## src/rtl/gfp8_nv_dot_sequencer.sv

```systemverilog
// ============================================================================
// Module   : gfp8_nv_dot_sequencer
// Purpose  : Drives one GFP8 native-vector dot engine over a K-loop of NVs.
//            It issues the NV buffer reads, produces the dot-engine latch
//            pulses, and accumulates the returned GFP partials into a single
//            GFP result. The result is delivered over a valid/ready handshake.
// Options  : GFP8_SEQ_SAT_EN - saturating accumulator add plus a sticky
//            o_sat_flag output. When it is undefined, the add wraps.
// Revision : 1.0 - initial release
// ============================================================================
`default_nettype none

module gfp8_nv_dot_sequencer #(
  parameter int ADDR_W      = 9,
  parameter int CNT_W       = 8,
  parameter int RD_LATENCY  = 1,
  parameter int DOT_LATENCY = 5
) (
  input  logic                     i_clk,
  input  logic                     i_reset_n,
  input  logic                     i_cmd_valid,
  output logic                     o_cmd_ready,
  input  logic [ADDR_W-1:0]        i_cmd_base_addr,
  input  logic [CNT_W-1:0]         i_cmd_num_nv,
  input  logic                     i_abort,
  output logic                     o_nv_rd_en,
  output logic [ADDR_W-1:0]        o_nv_rd_addr,
  output logic                     o_dot_input_valid,
  input  logic signed [31:0]       i_dot_mantissa,
  input  logic signed [7:0]        i_dot_exponent,
  output logic                     o_result_valid,
  input  logic                     i_result_ready,
  output logic signed [31:0]       o_result_mantissa,
  output logic signed [7:0]        o_result_exponent,
  output logic                     o_busy
`ifdef GFP8_SEQ_SAT_EN
  ,
  output logic                     o_sat_flag
`endif
);

  typedef enum logic [1:0] {
    S_IDLE   = 2'd0,
    S_ISSUE  = 2'd1,
    S_DRAIN  = 2'd2,
    S_OUTPUT = 2'd3
  } state_t;

  state_t                r_state;
  state_t                w_state_next;
  logic [ADDR_W-1:0]     r_base;
  logic [CNT_W-1:0]      r_num;
  logic [CNT_W-1:0]      r_issue_cnt;
  logic [CNT_W-1:0]      r_ret_cnt;
  logic [CNT_W-1:0]      w_ret_cnt_next;
  logic signed [31:0]    r_acc_m;
  logic signed [7:0]     r_acc_e;
  logic                  r_first;
  logic [DOT_LATENCY-1:0] r_dot_pipe;

  logic                  w_abort;
  logic                  w_cmd_accept;
  logic                  w_rd_en;
  logic                  w_dot_valid;
  logic                  w_ret_valid;

  // Abort only matters once a command is in flight
  assign w_abort      = i_abort && (r_state != S_IDLE);
  assign w_cmd_accept = (r_state == S_IDLE) && i_cmd_valid;
  // Abort gates the read strobe in the same cycle it is raised
  assign w_rd_en      = (r_state == S_ISSUE) && !i_abort;

  assign o_cmd_ready       = (r_state == S_IDLE);
  assign o_busy            = (r_state != S_IDLE);
  assign o_nv_rd_en        = w_rd_en;
  assign o_nv_rd_addr      = (r_state == S_ISSUE) ? (r_base + ADDR_W'(r_issue_cnt)) : '0;
  assign o_dot_input_valid = w_dot_valid;
  assign o_result_valid    = (r_state == S_OUTPUT);
  assign o_result_mantissa = (r_state == S_OUTPUT) ? r_acc_m : '0;
  assign o_result_exponent = (r_state == S_OUTPUT) ? r_acc_e : '0;

  // The read-data delay aligns the latch pulse with the buffer output
  generate
    if (RD_LATENCY == 0) begin : g_rd_pass
      assign w_dot_valid = w_rd_en;
    end else begin : g_rd_pipe
      logic [RD_LATENCY-1:0] r_rd_pipe;
      // Read-strobe delay line; an abort drops every read still in flight
      always_ff @(posedge i_clk or negedge i_reset_n) begin
        if (!i_reset_n)   r_rd_pipe <= '0;
        else if (w_abort) r_rd_pipe <= '0;
        else              r_rd_pipe <= (r_rd_pipe << 1) | RD_LATENCY'(w_rd_en);
      end
      assign w_dot_valid = r_rd_pipe[RD_LATENCY-1];
    end
  endgenerate

  // Dot-engine latency model; the engine has no output valid of its own
  always_ff @(posedge i_clk or negedge i_reset_n) begin
    if (!i_reset_n)   r_dot_pipe <= '0;
    else if (w_abort) r_dot_pipe <= '0;
    else              r_dot_pipe <= (r_dot_pipe << 1) | DOT_LATENCY'(w_dot_valid);
  end

  assign w_ret_valid    = r_dot_pipe[DOT_LATENCY-1] && !w_abort &&
                          ((r_state == S_ISSUE) || (r_state == S_DRAIN));
  assign w_ret_cnt_next = r_ret_cnt + (w_ret_valid ? CNT_W'(1) : CNT_W'(0));

  // Align both operands to the larger exponent (signed compare)
  logic signed [7:0]  w_max_e;
  logic [8:0]         w_sh_acc;
  logic [8:0]         w_sh_in;
  logic signed [31:0] w_acc_shifted;
  logic signed [31:0] w_in_shifted;
  logic [31:0]        w_add_res;
  logic               w_overflow;

  assign w_max_e       = (r_acc_e > i_dot_exponent) ? r_acc_e : i_dot_exponent;
  assign w_sh_acc      = {w_max_e[7], w_max_e} - {r_acc_e[7], r_acc_e};
  assign w_sh_in       = {w_max_e[7], w_max_e} - {i_dot_exponent[7], i_dot_exponent};
  // Shifts past the mantissa width flush to zero, including for negative values
  assign w_acc_shifted = (w_sh_acc > 9'd31) ? 32'sd0 : (r_acc_m >>> w_sh_acc[4:0]);
  assign w_in_shifted  = (w_sh_in > 9'd31) ? 32'sd0 : (i_dot_mantissa >>> w_sh_in[4:0]);

`ifdef GFP8_SEQ_SAT_EN
  logic [32:0] w_sum_ext;
  logic        r_sat;
  assign w_sum_ext  = {w_acc_shifted[31], w_acc_shifted} + {w_in_shifted[31], w_in_shifted};
  assign w_overflow = w_sum_ext[32] ^ w_sum_ext[31];
  assign w_add_res  = !w_overflow ? w_sum_ext[31:0] :
                      (w_sum_ext[32] ? 32'h8000_0000 : 32'h7FFF_FFFF);
  assign o_sat_flag = r_sat;

  // Sticky saturation flag, cleared when a new command is accepted
  always_ff @(posedge i_clk or negedge i_reset_n) begin
    if (!i_reset_n)                             r_sat <= 1'b0;
    else if (w_cmd_accept)                      r_sat <= 1'b0;
    else if (w_ret_valid && !r_first && w_overflow) r_sat <= 1'b1;
  end
`else
  assign w_overflow = 1'b0;
  assign w_add_res  = w_acc_shifted + w_in_shifted;
`endif

  // Command latch, issue/return counters and the GFP accumulator
  always_ff @(posedge i_clk or negedge i_reset_n) begin
    if (!i_reset_n) begin
      r_base      <= '0;
      r_num       <= '0;
      r_issue_cnt <= '0;
      r_ret_cnt   <= '0;
      r_acc_m     <= '0;
      r_acc_e     <= '0;
      r_first     <= 1'b0;
    end else if (w_cmd_accept) begin
      r_base      <= i_cmd_base_addr;
      r_num       <= i_cmd_num_nv;
      r_issue_cnt <= '0;
      r_ret_cnt   <= '0;
      r_acc_m     <= '0;
      r_acc_e     <= '0;
      r_first     <= 1'b1;
    end else begin
      if (w_rd_en) r_issue_cnt <= r_issue_cnt + CNT_W'(1);
      if (w_ret_valid) begin
        r_ret_cnt <= w_ret_cnt_next;
        r_first   <= 1'b0;
        r_acc_m   <= r_first ? i_dot_mantissa : w_add_res;
        r_acc_e   <= r_first ? i_dot_exponent : w_max_e;
      end
    end
  end

  // State register
  always_ff @(posedge i_clk or negedge i_reset_n) begin
    if (!i_reset_n) r_state <= S_IDLE;
    else            r_state <= w_state_next;
  end

  // Next-state logic; abort always wins outside IDLE
  always_comb begin
    w_state_next = r_state;
    case (r_state)
      S_IDLE: begin
        if (i_cmd_valid) w_state_next = (i_cmd_num_nv == '0) ? S_OUTPUT : S_ISSUE;
      end
      S_ISSUE: begin
        if (i_abort)                                 w_state_next = S_IDLE;
        else if (r_issue_cnt == r_num - CNT_W'(1))   w_state_next = S_DRAIN;
      end
      S_DRAIN: begin
        if (i_abort)                       w_state_next = S_IDLE;
        else if (w_ret_cnt_next == r_num)  w_state_next = S_OUTPUT;
      end
      S_OUTPUT: begin
        if (i_result_ready || i_abort) w_state_next = S_IDLE;
      end
      default: w_state_next = S_IDLE;
    endcase
  end

endmodule

`default_nettype wire
```

## config.mk

```make
export PLATFORM = sky130hd
export DESIGN_NAME = gfp8_nv_dot_sequencer
export DESIGN_NICKNAME = d
export VERILOG_FILES = /design/src/rtl/gfp8_nv_dot_sequencer.sv
export SDC_FILE = /design/constraint.sdc
export NUM_CORES = 1
export LEC_CHECK = 0
export ABC_AREA = 1
export BUFFER_PORTS_ARGS = -buffer_cell sky130_fd_sc_hd__buf_2
export CAP_MARGIN = 10
export CORE_ASPECT_RATIO = 1.75
export CORE_MARGIN = 4
export CORE_UTILIZATION = 56
export CTS_CLUSTER_DIAMETER = 80
export CTS_CLUSTER_SIZE = 40
export DETAILED_ROUTE_END_ITERATION = 8
export PLACE_DENSITY = 0.79
export SYNTH_ARGS = -nofsm -noshare
export SYNTH_HDL_FRONTEND = slang
export SYNTH_SLANG_ARGS = --single-unit
```

## constraint.sdc

```tcl
create_clock -name i_clk -period 4.95 [get_ports i_clk]
set_clock_uncertainty 0.2 [all_clocks]
set_input_delay 0.99 -clock i_clk [delete_from_list [all_inputs] [get_ports i_clk]]
set_output_delay 0.99 -clock i_clk [all_outputs]
set_load 0.02 [all_outputs]
```

==> results of run 1 <==
[cell families after synthesis]
family,Yosys count,synth area share [%]
AOI/OAI and AO/OA,458,23.2
xor gates and xnor gates,28,2.71
adders and majority gates,75,8.71
buffers and inverters,361,12.9
DFF,82,18.5
muxes,37,3.33
and+or+nand+nor,851,30.7
[synthesized netlist by cell type, types with 3 or more instances]
master    instances  area [µm²]
a311oi_1          3        26.3
o221ai_1          3        26.3
a21oi_2          10        87.6
inv_2            13        48.8
nand4_1          11        68.8
xor2_1           18         158
a31oi_1          16         100
fa_1              4        80.1
xor2_2            5        81.3
o21ai_0         200        1000
nor2_2            3        18.8
o21bai_1          4        30.0
ha_1             71         888
a221oi_2          4        60.1
o21ai_2           3        26.3
o21ai_1          22         110
o211ai_1         10        75.1
a211oi_1          5        37.5
nand3_1         100         500
or2_2             5        31.3
dfrtp_1          82        2050
a221oi_1          8        70.1
nor3_1           10        50.1
inv_1           267        1000
buf_4             7        52.6
buf_2            35         175
clkbuf_1         35         131
o21a_1            5        37.5
a21oi_1         145         726
nor4_1            3        18.8
nor2_1          126         473
o22ai_1           9        56.3
xnor2_1           4        35.0
nand2_1         584        2190
mux2i_1          37         370
nand2_2           3        18.8
[metrics by stage]
stage                     cells  setup WS, ns  area, µm²  setup TNS (ns)
after floorplan            1892        -0.688      11400          -13.51
after global placement     2467         -1.67      14200          -43.63
after detailed placement   2467         -1.85      14200          -47.99
after CTS                  2518        -0.894      16100          -23.09
[what timing repair did]
| item | CTS |
|---|---|
| cloned | 4 |
| pin swaps | 84 |
| setup buffers | 33 |
| gates resized for setup | 294 |
| endpoints found under the setup margin | 32 |
| hold endpoints to repair | 0 |
[metal layers]
metal,global-route usage [%],overflow
met5,7.13,0
met4,74.1,36
met3,52.0,1
met2,89.2,42
met1,69.4,0
==> impl_metrics.csv, run 1 <==
group,metric,value,unit
floorplanning,start_util,57.4,%
placement,gp_congestion,1.07,
floorplanning,fp-row-count,67,
sta,grt_repair_worst_endpoint,"r_acc_m[24]$_DFFE_PN0P_/D",
clocking,clock_path_buffers,2,
yosys,syn_area,11100,µm²
placement,dp_hpwl,39.1,mm
yosys,synth.avg_cell_area,5.87,µm²
yosys,synth-seq-area-share,18.5,%
floorplanning,ioPinCount,116,
yosys,synthFlopType,"dfrtp_1",
global_routing,grt_use_total,70.6,%
clocking,cts-root-buf,"clkbuf_16",
sta,endpoint_type,"register input",
floorplanning,fp.dieH,194,µm
floorplanning,die_w,114,µm
yosys,async_reset_ff_share,100,%
placement,portBuffers,115,
clocking,cts_sinks,82,
global_routing,grt-ovfl-total,79,
yosys,ys_ff_latch,82,
outcome,toolErrorMsg,"[ERROR GRT-0232] Routing congestion too high. Check the congestion heatmap in the GUI.",
yosys,syn-instance-count,1892,
clocking,ctsHoldBuffers,0,
outcome,outcome,"stopped before the end",
yosys,synth-edff-count,0,
yosys,ys_types,51,
clocking,cts_buffers,9,
outcome,haltStage,"global routing (5_1_grt)",
global_routing,grt_start_max_net_pins,51,
clocking,htree_levels,3,
yosys,ys_warn_count,0,
yosys,synth_nets,2029,
==> run 2, diff against run 1 <==
Settings changed: CORE_ASPECT_RATIO 1.75 to default, CORE_UTILIZATION 56 to 40, CTS_CLUSTER_DIAMETER 80 to default, CTS_CLUSTER_SIZE 40 to default, PLACE_DENSITY 0.79 to default, PLACE_DENSITY_LB_ADDON from default to 0.15.
Clock period 4.95 ns to 6.4 ns, I/O delays scaled along.
==> impl_metrics.csv, run 2 <==
group,metric,value,unit
sta,hold_viol_final,0,
clocking,cts_sinks,82,
layout,nets,2458,
critical_path,cp.required,6.44,ns
yosys,syn-instance-count,1892,
critical_path,crit_top_cell,"nand2_2",
min_path,hp-class,"register to register",
global_routing,grt_start_max_net_pins,51,
placement,dp_slack,-0.953,ns
sta,fmax,0.158,GHz
placement,gp_congestion,1.01,
min_path,worstHoldStart,"r_dot_pipe[2]$_DFF_PN0_",
yosys,synth_common_cells,"nand2_1 (584), inv_1 (267), o21ai_0 (200)",
power,p_leak,8.45,nW
floorplanning,dieArea,30500,µm²
sta,holdWs,0.279,ns
route,wl,47.6,mm
clocking,cts-root-buf,"clkbuf_16",
job,drv_cap,0,
global_routing,grt-ovfl-total,0,
critical_path,critPathSlowestCell,"fa_2",
global_routing,grt_pass1_wl,69.6,mm
floorplanning,die_w,175,µm
yosys,synth_nets,2029,
sta,setup_violations,0,
sta,tightest_slew,1.10,ns
sta,totalNegativeSetupSlack,0,ns
yosys,synth.most_common_cell,"nand2_1",
critical_path,r2r_slack,0.63,ns
floorplanning,start_util,40.9,%
route,wl_per_cell,17.6,µm
yosys,ys_ff_latch,82,
yosys,synth.top_cell.area_share,19.7,%
yosys,synth.avg_cell_area,5.87,µm²
global_routing,antenna_found_initial,2,
layout,final_cell_mix,"nand2_1 (540), buf_4 (349), inv_1 (245), o21ai_0 (128), buf_2 (112)",
clocking,clock_path_buffers,2,
min_path,hold_path_depth,2,
route,drt.antenna.violating_nets,0,
layout,fin_cells,2698,
layout,fin_util,61.9,%
critical_path,worstRegToRegCells,40,
critical_path,r2r-end,"r_acc_m[26]$_DFFE_PN0P_",
yosys,syn_area,11100,µm²
layout,top_register,"r_acc_m",
power,cellPowerDensity,479,nW/µm²
outcome,outcome,"completed",
power,peakVddDrop,0.266,mV
power,p_total,8.05,mW
route,drt-pass1-iter-count,5,
yosys,synthFlopType,"dfrtp_1",
route,post-route-drc-count,0,
critical_path,path_class,"input pin to register",
placement,portBuffers,115,
layout,synthToLayoutAreaGrowth,51.3,%
yosys,yosysTopAreaCell,"nand2_1",
yosys,synth-seq-area-share,18.5,%
global_routing,grt_use_total,28.4,%
critical_path,crit_fanout,8,
sta,fin_ws,0.0778,ns
placement,dp_cells,2619,
floorplanning,fp.dieH,175,µm
floorplanning,ioPinCount,116,
yosys,ys_types,51,
route,drt_iter0_drc,1164,
critical_path,cp.arrival,6.36,ns
yosys,synth-edff-count,0,
critical_path,r2r-start,"r_acc_e[5]$_DFFE_PN0P_",
layout,final_area,16800,µm²
layout,final_layout_size_suffix_gt1_share,36.1,%
clocking,cts_buffers,9,
yosys,synth_area_leaders,"nand2_1 (20%), dfrtp_1 (18%), inv_1 (9.0%)",
critical_path,critical_path.max_stage_delay,0.46,ns
clocking,clk_latency,0.35,ns
sta,relSlewSlack,26.7,%
route,vias_per_cell,5.30,
clocking,path_clk_slew,0.08,ns
yosys,async_reset_ff_share,100,%
floorplanning,fp-row-count,60,
critical_path,critPathCaptureType,"register",
yosys,ys_warn_count,0,
layout,top_regs,"r_acc_m: 32 flops, r_base: 9 flops",
route,vias,14300,
clocking,htree_levels,3,
critical_path,startpoint_type,"input pin",
layout,layout_commonest_cell,"nand2_1",
floorplanning,core_area,27200,µm²
layout,diodes,0,
placement,place_area,14300,µm²
min_path,hold_end,"r_dot_pipe[3]$_DFF_PN0_",
sta,slew_viol_final,0,
global_routing,grt_pass1_vias,12900,
sta,min_period,6.32,ns
clocking,cts_tree,"done",
placement,dp_hpwl,36.8,mm
layout,largest_reg_flops,32,
sta,finalCritPeriodShare,98.8,%
[run 2: timing repair]
item / CTS / global route
setup buffers: 5 / 52
cloned: 0 / 8
pin swaps: 8 / 117
endpoints found under the setup margin: 24 / 28
resized for setup: 60 / 376
hold buffers: 0 / 0
[run 2: worst max-delay path: cells and delay by family]
family	cells	cell delay [ns]
AOI/OAI and AO/OA	6	0.76
adders and majority gates	5	1.42
buffers and inverters	9	0.95
and+or+nand+nor	22	1.88
[run 2: report_power, final]
group / switching, mW / leakage, nW / total [mW] / internal (mW)
clock network: 0.249 / 0.159 / 0.587 / 0.338
registers: 0.119 / 1.10 / 0.749 / 0.630
logic: 3.74 / 7.19 / 6.71 / 2.97
total: 4.10 / 8.45 / 8.05 / 3.94
[run 2: cells by family after synthesis]
logic type | after synthesis | share of synthesized area, %
buf+inv | 361 | 12.9
compound gates | 458 | 23.2
flops | 82 | 18.5
fa+ha+maj | 75 | 8.71
xor+xnor | 28 | 2.71
mux | 37 | 3.33
simple gates | 851 | 30.7
[run 2: how the worst max path moves through the flow]
stage | start | to | slack, ns | depth (start not counted)
6_report | i_dot_exponent[6] | r_acc_m[26]$_DFFE_PN0P_ | 0.08 | 42
5_1_grt | i_dot_exponent[6] | r_acc_m[20]$_DFFE_PN0P_ | -0.15 | 36
4_1_cts | i_dot_exponent[5] | r_acc_m[18]$_DFFE_PN0P_ | -0.09 | 37
3_5_place_dp | i_dot_exponent[5] | r_acc_m[28]$_DFFE_PN0P_ | -0.95 | 36
3_3_place_gp | i_dot_exponent[5] | r_acc_m[28]$_DFFE_PN0P_ | -0.81 | 36
2_1_floorplan | i_dot_exponent[5] | r_acc_m[10]$_DFFE_PN0P_ | 0.1 | 33
[run 2: per-layer routing]
metal | track usage, % | up-vias | wire (µm)
met2 | 50.0 | 485 | 23600
met4 | 9.62 | 4 | 1630
met5 | 0 | - | 27
met1 | 36.6 | 6679 | 20000
met3 | 2.66 | 85 | 2380
li1 | - | 7041 | -
[run 2: final cells by class]
| cell class | instances | area [µm²] |
|---|---|---|
| clock buffers | 12 | 267 |
| clock inverters | 4 | 56.3 |
| fillers | 2601 | 10400 |
| inverters | 281 | 1090 |
| multi-input cells | 1450 | 9100 |
| flip-flops and latches | 82 | 2050 |
| well taps | 372 | 465 |
| repair buffers | 496 | 3770 |
| repair inverters | 1 | 8.76 |
Power figures use the tool's default switching activity.
==> run 3, diff against run 2 <==
Settings changed: CORE_MARGIN 4 to default, SLEW_MARGIN from default to 20.
==> impl_metrics.csv, run 3 (synthesis results as in run 2) <==
group,metric,value,unit
layout,nets,2459,
sta,tightest_slew,1.05,ns
sta,min_period,6.47,ns
route,drt-pass1-iter-count,7,
route,post-route-drc-count,0,
route,drt.antenna.violating_nets,0,
floorplanning,fp.dieH,169,µm
clocking,clk_latency,0.37,ns
sta,relSlewSlack,30.1,%
min_path,hold_path_depth,2,
floorplanning,fp-row-count,60,
critical_path,critPathCaptureType,"register",
placement,dp_hpwl,36.6,mm
critical_path,crit_fanout,6,
critical_path,cp.arrival,6.49,ns
critical_path,cp.required,6.42,ns
critical_path,path_class,"input pin to register",
sta,rsz0062_at_grt,"true",
floorplanning,start_util,41.0,%
route,vias_per_cell,5.31,
min_path,worstHoldStart,"r_dot_pipe[2]$_DFF_PN0_",
layout,largest_reg_flops,32,
floorplanning,dieArea,28500,µm²
global_routing,grt_start_max_net_pins,62,
critical_path,startpoint_type,"input pin",
critical_path,critPathSlowestCell,"fa_2",
floorplanning,ioPinCount,116,
route,wl_per_cell,17.6,µm
critical_path,r2r-start,"r_acc_e[5]$_DFFE_PN0P_",
min_path,hp-class,"register to register",
sta,fin_ws,-0.0709,ns
min_path,hold_end,"r_dot_pipe[3]$_DFF_PN0_",
sta,holdWs,0.273,ns
global_routing,grt_use_total,32.2,%
sta,slew_viol_final,0,
clocking,cts_buffers,9,
sta,totalNegativeSetupSlack,-0.109,ns
global_routing,grt-ovfl-total,0,
critical_path,crit_top_cell,"nand2_2",
power,cellPowerDensity,484,nW/µm²
global_routing,grt_pass1_wl,70.7,mm
route,drt_iter0_drc,1039,
layout,fillers,2551,
global_routing,grt_pass1_vias,13200,
layout,top_regs,"r_acc_m: 32 flops, r_base: 9 flops",
clocking,path_clk_slew,0.08,ns
job,drv_cap,0,
power,peakVddDrop,0.259,mV
placement,portBuffers,115,
layout,fin_util,62.8,%
critical_path,r2r-end,"r_acc_m[15]$_DFFE_PN0P_",
clocking,cts-root-buf,"clkbuf_16",
layout,top_register,"r_acc_m",
critical_path,worstRegToRegCells,34,
power,p_leak,8.51,nW
floorplanning,core_area,27100,µm²
route,vias,14300,
placement,gp_congestion,1.01,
sta,hold_viol_final,0,
clocking,cts_sinks,82,
global_routing,antenna_found_initial,6,
outcome,violations,"setup timing",
floorplanning,die_w,169,µm
sta,finalCritPeriodShare,101,%
clocking,htree_levels,3,
layout,synthToLayoutAreaGrowth,53.1,%
sta,fmax,0.155,GHz
layout,final_cell_mix,"nand2_1 (528), buf_4 (342), inv_1 (245), o21ai_0 (123), buf_2 (111)",
layout,ff_latch_area,2050,µm²
critical_path,r2r_slack,0.56,ns
sta,setup_violations,2,
layout,final_layout_size_suffix_gt1_share,37.0,%
clocking,cts_tree,"done",
route,wl,47.5,mm
clocking,clock_path_buffers,2,
layout,multiInputGateArea,9200,µm²
outcome,outcome,"complete, but fails checks",
layout,layout_commonest_cell,"nand2_1",
critical_path,critical_path.max_stage_delay,0.49,ns
run 3: cell count changes in the layout (fill, tap and decap cells not counted), sizes merged:
| cell | delta |
|---|---|
| buf | +4 |
| inv | +2 |
| o21ai | -1 |
| diode | +3 |
| bufinv | +1 |
| clkbuf | -4 |
| clkinv | -1 |
run 3: worst max-delay path, delay by kind of cell:
family | cells | cell delay (ns)
muxes | 1 | 0.19
AOI/OAI and AO/OA | 7 | 1.35
adders and majority gates | 4 | 1.09
and+or+nand+nor | 16 | 1.64
buffers and inverters | 8 | 0.92
run 3: how the worst max path moves through the flow:
| stage | slack (ns) | endpoint | from | cells after the start |
|---|---|---|---|---|
| 2_1_floorplan | 0.1 | r_acc_m[10]$_DFFE_PN0P_ | i_dot_exponent[5] | 33 |
| 3_3_place_gp | -1.18 | r_acc_m[28]$_DFFE_PN0P_ | i_dot_exponent[5] | 32 |
| 3_5_place_dp | -1.24 | r_acc_m[28]$_DFFE_PN0P_ | i_dot_exponent[7] | 35 |
| 4_1_cts | 0.006 | r_acc_m[22]$_DFFE_PN0P_ | i_dot_exponent[5] | 38 |
| 5_1_grt | -0.22 | r_acc_m[15]$_DFFE_PN0P_ | i_dot_exponent[5] | 36 |
| 6_report | -0.07 | r_acc_m[15]$_DFFE_PN0P_ | i_dot_exponent[5] | 36 |
run 3: cell type report:
class | instances | area share (%)
Antenna cell | 3 | 0.0441
Clock buffer | 9 | 1.32
Clock inverter | 7 | 0.618
Inverter | 281 | 6.39
Multi-Input combinational cell | 1449 | 54.1
Sequential cell | 82 | 12.1
Tap cell | 372 | 2.74
Timing Repair Buffer | 499 | 22.7
run 3: per-stage QoR:
| stage | worst slack, ns | instance area, µm² | total power, mW | std cells |
|---|---|---|---|---|
| after global placement | -1.18 | 14500 | 6.02 | 2642 |
| after global routing | -0.218 | 17000 | 8.77 | 2699 |
| final | -0.0709 | 17000 | 8.24 | 2702 |
| after detailed placement | -1.24 | 14500 | 6.03 | 2642 |
| after CTS | 0.00608 | 15400 | 7.03 | 2673 |
| after floorplan | 0.0982 | 11100 | 3.64 | 1892 |
run 3: what timing repair did:
action	CTS	global route
cloned	3	4
hold buffers	0	0
pin swaps	42	123
endpoints found under the hold margin	0	0
setup endpoints to repair	26	28
setup buffers	14	23
resized for setup	131	359
run 3: metal layers:
metal	up-vias	track usage [%]	routed length (µm)
met3	124	5.89	3080
met1	6654	39.6	19500
met4	8	15.5	2520
met2	512	54.2	22300
met5	-	0	53
li1	7051	-	-
run 3: report_power, final:
part           internal [mW]  switching (mW)  total [mW]
Combinational           3.05            3.81        6.87
Sequential             0.630           0.115       0.744
Clock                  0.351           0.276       0.627
